<file path="src/rtl/uart_pkg.sv">
`default_nettype none
// ============================================================================
//  Module   : uart_pkg
//  Brief    : Shared constants for the UART receive path: FSM state
//             encoding, parity type codes, default frame geometry and the
//             3-sample majority helper.
//  Revision : 1.0  initial release
// ============================================================================
package uart_pkg;

    // Default frame geometry
    localparam int c_DATA_WIDTH_DEF = 8;
    localparam int c_OVERSAMPLE_DEF = 8;

    // Receiver FSM state encoding
    localparam logic [2:0] c_ST_IDLE   = 3'd0;
    localparam logic [2:0] c_ST_START  = 3'd1;
    localparam logic [2:0] c_ST_DATA   = 3'd2;
    localparam logic [2:0] c_ST_PARITY = 3'd3;
    localparam logic [2:0] c_ST_STOP   = 3'd4;

    // Parity type codes as presented on PAR_TYP
    localparam logic c_PAR_EVEN = 1'b0;
    localparam logic c_PAR_ODD  = 1'b1;

    // Two-of-three vote used to decide each bit
    function automatic logic majority3(input logic a, input logic b, input logic c);
        return (a & b) | (a & c) | (b & c);
    endfunction

endpackage
`default_nettype wire

</file>
<file path="src/rtl/uart_rx_sampler.sv">
`default_nettype none
// ============================================================================
//  Module   : uart_rx_sampler
//  Brief    : Oversample tick counter for one UART bit period. Captures the
//             line at the three centre ticks, votes, and pulses o_bit_done
//             on the last tick of the bit with the voted value on o_bit_val.
//  Revision : 1.0  initial release
// ============================================================================
module uart_rx_sampler
    import uart_pkg::*;
#(
    parameter int OVERSAMPLE = c_OVERSAMPLE_DEF
) (
    input  logic CLK,
    input  logic RST,
    input  logic RX_IN,
    input  logic i_start,
    input  logic i_active,
    output logic o_bit_done,
    output logic o_bit_val
);

    localparam int                c_CNT_W = $clog2(OVERSAMPLE);
    localparam int                c_MID   = OVERSAMPLE / 2;
    localparam logic [c_CNT_W-1:0] c_S0   = c_CNT_W'(c_MID - 1);
    localparam logic [c_CNT_W-1:0] c_S1   = c_CNT_W'(c_MID);
    localparam logic [c_CNT_W-1:0] c_S2   = c_CNT_W'(c_MID + 1);
    localparam logic [c_CNT_W-1:0] c_LAST = c_CNT_W'(OVERSAMPLE - 1);

    logic [c_CNT_W-1:0] r_edge_cnt;
    logic [2:0]         r_samp;

    // Tick counter: the start-detect cycle is tick 0, so the next tick is 1
    always_ff @(posedge CLK) begin
        if (!RST) begin
            r_edge_cnt <= '0;
        end else if (i_start) begin
            r_edge_cnt <= c_CNT_W'(1);
        end else if (i_active) begin
            r_edge_cnt <= (r_edge_cnt == c_LAST) ? '0 : r_edge_cnt + 1'b1;
        end else begin
            r_edge_cnt <= '0;
        end
    end

    // Capture the line at the three ticks around the bit centre
    always_ff @(posedge CLK) begin
        if (!RST) begin
            r_samp <= '0;
        end else if (i_active) begin
            if (r_edge_cnt == c_S0) r_samp[0] <= RX_IN;
            if (r_edge_cnt == c_S1) r_samp[1] <= RX_IN;
            if (r_edge_cnt == c_S2) r_samp[2] <= RX_IN;
        end
    end

    assign o_bit_done = i_active && (r_edge_cnt == c_LAST);
    assign o_bit_val  = majority3(r_samp[0], r_samp[1], r_samp[2]);

endmodule
`default_nettype wire

</file>
<file path="src/rtl/uart_rx.sv">
`default_nettype none
// ============================================================================
//  Module   : uart_rx
//  Brief    : UART receiver. Detects the start bit, deserialises DATA_WIDTH
//             bits LSB first, checks optional parity and the stop bit, and
//             emits one strobe per frame: DATA_VALID, PAR_ERR or STP_ERR.
//  Revision : 1.0  initial release
// ============================================================================
module uart_rx
    import uart_pkg::*;
#(
    parameter int DATA_WIDTH = c_DATA_WIDTH_DEF,
    parameter int OVERSAMPLE = c_OVERSAMPLE_DEF
) (
    input  logic                  CLK,
    input  logic                  RST,
    input  logic                  RX_IN,
    input  logic                  PAR_EN,
    input  logic                  PAR_TYP,
    output logic [DATA_WIDTH-1:0] P_DATA,
    output logic                  DATA_VALID,
    output logic                  PAR_ERR,
    output logic                  STP_ERR
);

    localparam int              c_BC_W     = (DATA_WIDTH > 1) ? $clog2(DATA_WIDTH) : 1;
    localparam logic [c_BC_W-1:0] c_LAST_BIT = c_BC_W'(DATA_WIDTH - 1);

    logic [2:0]            r_state;
    logic [c_BC_W-1:0]     r_bit_cnt;
    logic [DATA_WIDTH-1:0] r_shift;
    logic                  r_armed;
    logic                  r_par_en;
    logic                  r_par_typ;
    logic                  r_par_err;

    logic w_start;
    logic w_active;
    logic w_bit_done;
    logic w_bit_val;
    logic w_par_exp;

    // A start edge is only accepted in IDLE once the line has been seen high
    // after a framing error, so a held break does not retrigger frames.
    assign w_start  = (r_state == c_ST_IDLE) && r_armed && !RX_IN;
    assign w_active = (r_state != c_ST_IDLE);

    uart_rx_sampler #(
        .OVERSAMPLE (OVERSAMPLE)
    ) u_sampler (
        .CLK        (CLK),
        .RST        (RST),
        .RX_IN      (RX_IN),
        .i_start    (w_start),
        .i_active   (w_active),
        .o_bit_done (w_bit_done),
        .o_bit_val  (w_bit_val)
    );

    // Expected parity bit over the received data word
    always_comb begin
        w_par_exp = ^r_shift;
        case (r_par_typ)
            c_PAR_EVEN: w_par_exp = ^r_shift;
            c_PAR_ODD:  w_par_exp = ~^r_shift;
            default:    w_par_exp = ^r_shift;
        endcase
    end

    // Frame FSM, deserialiser, frame checks and output strobes
    always_ff @(posedge CLK) begin
        if (!RST) begin
            r_state    <= c_ST_IDLE;
            r_bit_cnt  <= '0;
            r_shift    <= '0;
            r_armed    <= 1'b1;
            r_par_en   <= 1'b0;
            r_par_typ  <= 1'b0;
            r_par_err  <= 1'b0;
            P_DATA     <= '0;
            DATA_VALID <= 1'b0;
            PAR_ERR    <= 1'b0;
            STP_ERR    <= 1'b0;
        end else begin
            DATA_VALID <= 1'b0;
            PAR_ERR    <= 1'b0;
            STP_ERR    <= 1'b0;

            if (!r_armed && RX_IN) begin
                r_armed <= 1'b1;
            end

            case (r_state)
                c_ST_IDLE: begin
                    if (w_start) begin
                        r_state   <= c_ST_START;
                        r_par_en  <= PAR_EN;
                        r_par_typ <= PAR_TYP;
                        r_par_err <= 1'b0;
                        r_bit_cnt <= '0;
                    end
                end
                c_ST_START: begin
                    if (w_bit_done) begin
                        // A start bit that votes high was a glitch
                        r_state   <= w_bit_val ? c_ST_IDLE : c_ST_DATA;
                        r_bit_cnt <= '0;
                    end
                end
                c_ST_DATA: begin
                    if (w_bit_done) begin
                        r_shift <= {w_bit_val, r_shift[DATA_WIDTH-1:1]};
                        if (r_bit_cnt == c_LAST_BIT) begin
                            r_state <= r_par_en ? c_ST_PARITY : c_ST_STOP;
                        end else begin
                            r_bit_cnt <= r_bit_cnt + 1'b1;
                        end
                    end
                end
                c_ST_PARITY: begin
                    if (w_bit_done) begin
                        r_par_err <= (w_bit_val != w_par_exp);
                        r_state   <= c_ST_STOP;
                    end
                end
                c_ST_STOP: begin
                    if (w_bit_done) begin
                        r_state <= c_ST_IDLE;
                        if (r_par_err) begin
                            PAR_ERR <= 1'b1;
                        end else if (!w_bit_val) begin
                            STP_ERR <= 1'b1;
                            r_armed <= 1'b0;
                        end else begin
                            DATA_VALID <= 1'b1;
                            P_DATA     <= r_shift;
                        end
                    end
                end
                default: begin
                    r_state <= c_ST_IDLE;
                end
            endcase
        end
    end

endmodule
`default_nettype wire
</file>
<file path="config.mk">
export PLATFORM = sky130hd
export DESIGN_NAME = uart_rx
export DESIGN_NICKNAME = d
export VERILOG_FILES = /design/src/rtl/uart_pkg.sv /design/src/rtl/uart_rx_sampler.sv /design/src/rtl/uart_rx.sv
export SDC_FILE = /design/constraint.sdc
export NUM_CORES = 1
export LEC_CHECK = 0
export ABC_AREA = 0
export BUFFER_PORTS_ARGS = -buffer_cell sky130_fd_sc_hd__buf_2
export CAP_MARGIN = 5
export CORE_MARGIN = 3
export CORE_UTILIZATION = 40
export CTS_BUF_LIST = sky130_fd_sc_hd__clkbuf_4
export DETAILED_ROUTE_END_ITERATION = 8
export SLEW_MARGIN = 15
export SYNTH_ARGS = -nofsm -noshare
export SYNTH_HDL_FRONTEND = slang
export SYNTH_SLANG_ARGS = --single-unit
</file>
<file path="constraint.sdc">
create_clock -name CLK -period 2.2 [get_ports CLK]
set_clock_uncertainty 0.2 [all_clocks]
set_input_delay 0.22 -clock CLK [delete_from_list [all_inputs] [get_ports CLK]]
set_output_delay 0.22 -clock CLK [all_outputs]
set_load 0.1 [all_outputs]
</file>
==> results_dict.tcl, run 1 <==
set metrics [dict create \
    synth_top_family_by_area "simple AND/OR/NAND/NOR gates" \
    r2r_end "r_armed" \
    drive_above_1_share_pct 20.5 \
    rsz0062_at_grt "no" \
    worst-path-buf-inv 2 \
    syn_area_per_cell_um2 9.09 \
    finalCritPeriodShare_pct 93.9 \
    grt.met2_usage_pct 23.5 \
    slowest_stage "dlygate4sd3_1" \
    powerDensity_nw_per_um2 768 \
    clk_path_buf_depth 2 \
    crit_fanout 4 \
    gr-total-overflow 0 \
    clk_pin_slew_ns 0.11 \
    tightestPinTransition_ns 0.567 \
    holdCritPathClass "reg2reg" \
    ios 16 \
    status "finished clean" \
    vdd_drop_max_mv 0.378 \
    grt_max_degree 24 \
    firstDrtPassIters 4 \
    avgViaCountPerCell 5.19 \
    synthArstFlopShare_pct 0 \
    wl_per_cell_um 13.2 \
    path_cells "ha_2 > ha_2 > buf_6 > nand2_1 > nor4_2 > o21ai_1 > dlygate4sd3_1" \
    placed_cells 238 \
    p_leak_uw 0.000835 \
    syn_inst 180 \
    yosys_most_used_dff "dfxtp_1" \
    grt_pass1_wl_um 5720 \
    ys.warnings.count 0 \
    slowest_delay_ns 0.55 \
    fin_setup_tns_ns 0 \
    place_congestion 0.744 \
    drc 0 \
    cp.required_ns 2.23 \
    synth_enable_flop_cells 0 \
    synth-compound-area-share_pct 10.9 \
    reg2reg_from "u_sampler.r_edge_cnt[0]" \
    cp-endpoint "r_armed" \
    clk_latency_ns 0.33 \
    clock-root-buffer "clkbuf_4" \
    r2r_setup_slack_ns 0.13 \
    ys_types 38 \
    vias 1314 \
    antenna_cells 0 \
    muxShareOfSynthArea_pct 6.12 \
    cp-end-kind "register" \
    startpoint_type "register" \
    drtIter0Drc 75 \
    synth_simple_gate_area_share_pct 24.6 \
    syn-cell-area_um2 1640 \
    setup_violations 0 \
    rows 22 \
    busiest_layer "met2" \
    cp.depth 7 \
    crit_start "u_sampler.r_edge_cnt[0]" \
    synth-xor-area-share_pct 5.66 \
    synthAdderAreaFrac_pct 6.04 \
    met1_usage_pct 18.6 \
    cp_top_family "buffers and inverters" \
    port_buffers 15 \
    layout.cells.non_filler 253 \
    synth_seq_cells 35 \
    ys_seq_area_share_pct 42.8 \
    arrival_ns 2.10 \
    die_x_um 70.0 \
    die_h_um 70.0 \
    hold_violations 0 \
    start_util_pct 43.1 \
    maxCapViolCount 0 \
    cpMostUsedCell "ha_2" \
    antenna_found_initial 0 \
    drt-total-wl_um 3350 \
    grt_util_met3_pct 4.17 \
    relSlewSlack_pct 61.9 \
    dpl.hpwl_um 2320 \
    rr_worst_depth 7 \
    die_area_um2 4900 \
    coreArea_um2 3800 \
    max_freq_mhz 484 \
    grt_pass1_vias 1226 \
    cts_buffers 5 \
    ant_nets 0 \
    nNetsFinal 216 \
    maxSlewViolCount 0 \
    worstSetupPathType "reg2reg" \
    grt_usage_pct 14.5 \
    syn_nets 192 \
    clock-sinks 35 \
    area_growth_pct 17.1 \
    cts_htree_levels 2 \
    min_period_ns 2.07 \
    tritoncts "built" \
]
[cells by family (layout without fill, tap and decap cells)]
logic type,after synthesis,count (layout)
AND/OR/NAND/NOR,75,75
flip-flops,35,35
AO/OA/AOI/OAI,29,29
buffers and inverters,14,39
multiplexers,10,10
XOR/XNOR,9,9
adder cells (fa/ha/maj),8,8
[registers in the layout (all words and copies together) (netlist names), 3 cells and up]
register	count
r_bit_cnt	3
r_shift	8
u_sampler.r_edge_cnt	3
r_state	3
P_DATA	8
u_sampler.r_samp	3
[through the flow]
stage	setup WS, ns	area (µm²)	hold WS, ns	util, %	power (µW)
after CTS	0.0467	1880	0.272	49.6	1460
final	0.135	1920	0.277	50.5	1470
after global routing	0.00314	1920	0.291	50.5	1560
after global placement	0.322	1760	0.250	46.2	1000
after floorplan	0.322	1640	0.0962	-	962
after detailed placement	0.223	1760	0.258	46.2	1010
[what timing repair did]
action                                  CTS  global route
hold buffers                              5             0
resized for setup                         0             8
endpoints found under the setup margin    0             1
buffers inserted                          0             2
endpoints found under the hold margin     7             0
[Yosys cell counts (4+ instances only)]
cell,number,area share (%)
xnor2_1,6,3.2
nand3_1,7,2.1
and3_1,5,1.9
ha_1,7,5.4
nand2b_1,4,1.5
dfxtp_1,35,43
a21oi_1,19,5.8
nor3_1,4,1.2
mux2i_1,10,6.1
nor2_1,17,3.9
inv_1,5,1.1
nand2_1,25,5.7
[cell usage in the layout, fill, tap and decap left out, types with 2 or more instances in the layout]
cell           Yosys  routed
and3_1             5       5
mux2i_1           10      10
nor3_1             4       4
buf_4              2       5
dlygate4sd3_1      0       5
xor2_1             2       2
xnor2_1            6       6
dfxtp_1           35      32
ha_2               0       2
inv_1              5       5
nor2_1            17      17
buf_2              3      15
nand2_1           25      25
a21oi_1           19      19
dfxtp_2            0       3
o31ai_1            3       3
nand4bb_1          2       2
clkbuf_4           0       5
nand2b_1           4       4
nand3_1            7       7
ha_1               7       5
[how the worst min path moves through the flow]
stage | start | end | slack [ns] | cells past startpoint
3_3_place_gp | u_sampler.r_samp[0] | u_sampler.r_samp[0] | 0.25 | 2
4_1_cts | u_sampler.r_samp[0] | u_sampler.r_samp[0] | 0.27 | 2
2_1_floorplan | RST | r_armed | 0.1 | 1
3_5_place_dp | u_sampler.r_samp[0] | u_sampler.r_samp[0] | 0.26 | 2
6_report | u_sampler.r_samp[0] | u_sampler.r_samp[0] | 0.28 | 2
5_1_grt | u_sampler.r_samp[0] | u_sampler.r_samp[0] | 0.29 | 2
[per-layer routing]
layer / part of all wire, % / routed length (µm)
met1: 49 / 1640
met2: 46 / 1540
met3: 3.7 / 124
met4: 1.3 / 44
met5: 0 / 0
[layout make-up]
cell class,instances,area (µm²)
inverter,5,18.8
fill,360,1880
multi-input combinational,131,883
sequential,35,704
clock inverter,3,38.8
tap,48,60.1
clock buffer,5,37.5
timing repair buffer,26,174
[worst reg2reg max path: cells and delay by family, from the launching register on]
family	cells	cell delay (ns)
and+or+nand+nor	2	0.30
AOI/OAI and AO/OA	1	0.07
buffers and inverters	2	0.66
DFF	1	0.35
adders and majority gates	2	0.39
[report_power, final]
group | leakage (µW) | switching, µW | total [µW] | internal [µW]
registers | 0.000284 | 63.6 | 727 | 663
logic | 0.000509 | 169 | 301 | 131
clock network | 0.0000426 | 211 | 445 | 234
Note: power is estimated with default switching activity, not from simulation.
==> run 2: changes to the inputs <==
--- a/config.mk
+++ b/config.mk
@@ -10,7 +10,8 @@
 export CAP_MARGIN = 5
 export CORE_MARGIN = 3
-export CORE_UTILIZATION = 40
+export CORE_UTILIZATION = 50
 export CTS_BUF_LIST = sky130_fd_sc_hd__clkbuf_4
 export DETAILED_ROUTE_END_ITERATION = 8
+export PLACE_DENSITY = 0.69
 export SLEW_MARGIN = 15
 export SYNTH_ARGS = -nofsm -noshare
--- a/constraint.sdc
+++ b/constraint.sdc
@@ -3,3 +3,3 @@
 set_input_delay 0.22 -clock CLK [delete_from_list [all_inputs] [get_ports CLK]]
 set_output_delay 0.22 -clock CLK [all_outputs]
-set_load 0.1 [all_outputs]
+set_load 0.05 [all_outputs]
==> results_dict.tcl, run 2 (synthesized netlist as in run 1, its figures left out) <==
set metrics [dict create \
    min_period_ns 2.07 \
    grt.met2_usage_pct 28.5 \
    tightestPinTransition_ns 0.636 \
    r2r_end "r_armed" \
    max_freq_mhz 484 \
    dpl.hpwl_um 2210 \
    hold_violations 0 \
    die_h_um 63.2 \
    clk_latency_ns 0.35 \
    comb_power_share_pct 21.9 \
    rows 20 \
    avgViaCountPerCell 5.21 \
    tritoncts "built" \
    antenna_cells 0 \
    grt_util_met3_pct 4.46 \
    die_area_um2 4000 \
    grt_pass1_wl_um 5520 \
    layout.cells.non_filler 248 \
    arrival_ns 2.11 \
    cp.required_ns 2.24 \
    crit_fanout 17 \
    grt_pass1_vias 1294 \
    p_sw_share_pct 32.5 \
    fin_setup_tns_ns 0 \
    relSlewSlack_pct 57.3 \
    rr_worst_depth 4 \
    p_int_uw 930 \
    maxCapViolCount 0 \
    reg2reg_from "r_state[2]" \
    rsz0062_at_grt "no" \
    drt-total-wl_um 3150 \
    met1_usage_pct 21.0 \
    firstDrtPassIters 4 \
    antenna_found_initial 0 \
    drc 0 \
    gr-total-overflow 0 \
    wl_per_cell_um 12.7 \
    vias 1292 \
    post_dp_cell_area_um2 1750 \
    finalCritPeriodShare_pct 93.9 \
    port_buffers 15 \
    clk_pin_slew_ns 0.10 \
    cp-end-kind "register" \
    area_growth_pct 15.4 \
    final_cell_mix "dfxtp_1 (34), nand2_1 (25), a21oi_1 (19)" \
    drtIter0Drc 32 \
    coreArea_um2 3080 \
    min_to "u_sampler.r_samp[0]" \
    placed_cells 234 \
    p_leak_uw 0.000817 \
    cts_htree_levels 2 \
    clk_path_buf_depth 2 \
    worstSetupPathType "reg2reg" \
    setup_violations 0 \
    die_x_um 63.2 \
    busiest_layer "met2" \
    grt_usage_pct 17.2 \
    place_congestion 0.801 \
    r2r_setup_slack_ns 0.13 \
    hold_depth 2 \
    final_common_cell "dfxtp_1" \
    sequentialPowerShare_pct 52.4 \
    powerDensity_nw_per_um2 730 \
    startpoint_type "register" \
    drive_above_1_share_pct 19.6 \
    clock-root-buffer "clkbuf_4" \
    reg_top3 "P_DATA: 8 flops, r_shift: 8 flops" \
    fin_area_um2 1890 \
    ios 16 \
    nNetsFinal 215 \
    ant_nets 0 \
    clock-sinks 35 \
    grt_max_degree 27 \
    cts_buffers 5 \
    vdd_drop_max_mv 0.511 \
    status "finished clean" \
    holdCritPathClass "reg2reg" \
    maxSlewViolCount 0 \
    clock_power_share_pct 25.7 \
    p_switching_uw 448 \
    start_util_pct 53.2 \
    min-delay-start "u_sampler.r_samp[0]" \
]
[run 2: cell types whose count changed in the layout (fill, tap and decap cells not counted)]
cell and change:
clkinvlp_4 +1, ha_2 -1, clkbuf_4 +1, dfxtp_2 -2, clkinv_1 -1, ha_4 +1, bufinv_16 -1, buf_6 -1
dfxtp_1 +2
[run 2: per-layer routing]
metal	up-vias	routed length [µm]
met5	-	0
met4	0	73
met3	8	88
met2	20	1490
met1	598	1490
li1	666	-
[run 2: what timing repair did]
item / CTS / global route
endpoints found under the setup margin: 0 / 1
buffers inserted: 0 / 2
gates resized for setup: 0 / 6
endpoints found under the hold margin: 7 / 0
hold buffers: 5 / 0
[run 2: critical path, cell delays in order (launching register included)]
cell and delay, ns:
dfxtp_1 0.69, nand2_1 0.18, nor4_2 0.26, o21ai_1 0.09, dlygate4sd3_1 0.55
[run 2: per-stage QoR]
stage	hold slack, ns	utilization (%)	power (µW)	setup WS (ns)
floorplan	0.0962	-	962	0.325
global placement	0.251	56.9	999	0.321
detailed placement	0.260	56.9	1020	0.230
CTS	0.273	60.4	1370	0.0103
global route	0.297	61.4	1460	0.0174
finish	0.270	61.4	1380	0.133
[run 2: layout make-up]
cell class / instances / area (µm²)
Clock buffer: 6 / 45.0
Tap cell: 44 / 55.1
Inverter: 5 / 18.8
Multi-Input combinational cell: 131 / 893
Clock inverter: 2 / 12.5
Timing Repair Buffer: 25 / 163
Fill cell: 280 / 1190
Sequential cell: 35 / 702
[run 2: how the worst max path moves through the flow]
stage	start	endpoint	slack [ns]	cells after the start
finish	r_state[2]	r_armed	0.13	4
global route	r_state[2]	r_armed	0.02	4
CTS	u_sampler.r_edge_cnt[0]	r_armed	0.01	7
detailed placement	u_sampler.r_edge_cnt[0]	r_state[0]	0.23	7
global placement	r_bit_cnt[0]	r_bit_cnt[0]	0.32	5
floorplan	u_sampler.r_edge_cnt[0]	P_DATA[0]	0.32	8
[run 2: power by group through the flow]
stage	sequential (µW)	combinational [µW]	clock [µW]
6_report	723	302	354
5_1_grt	729	341	387
4_1_cts	720	289	358
3_5_place_dp	734	283	0
3_3_place_gp	734	265	0
2_1_floorplan	701	261	0
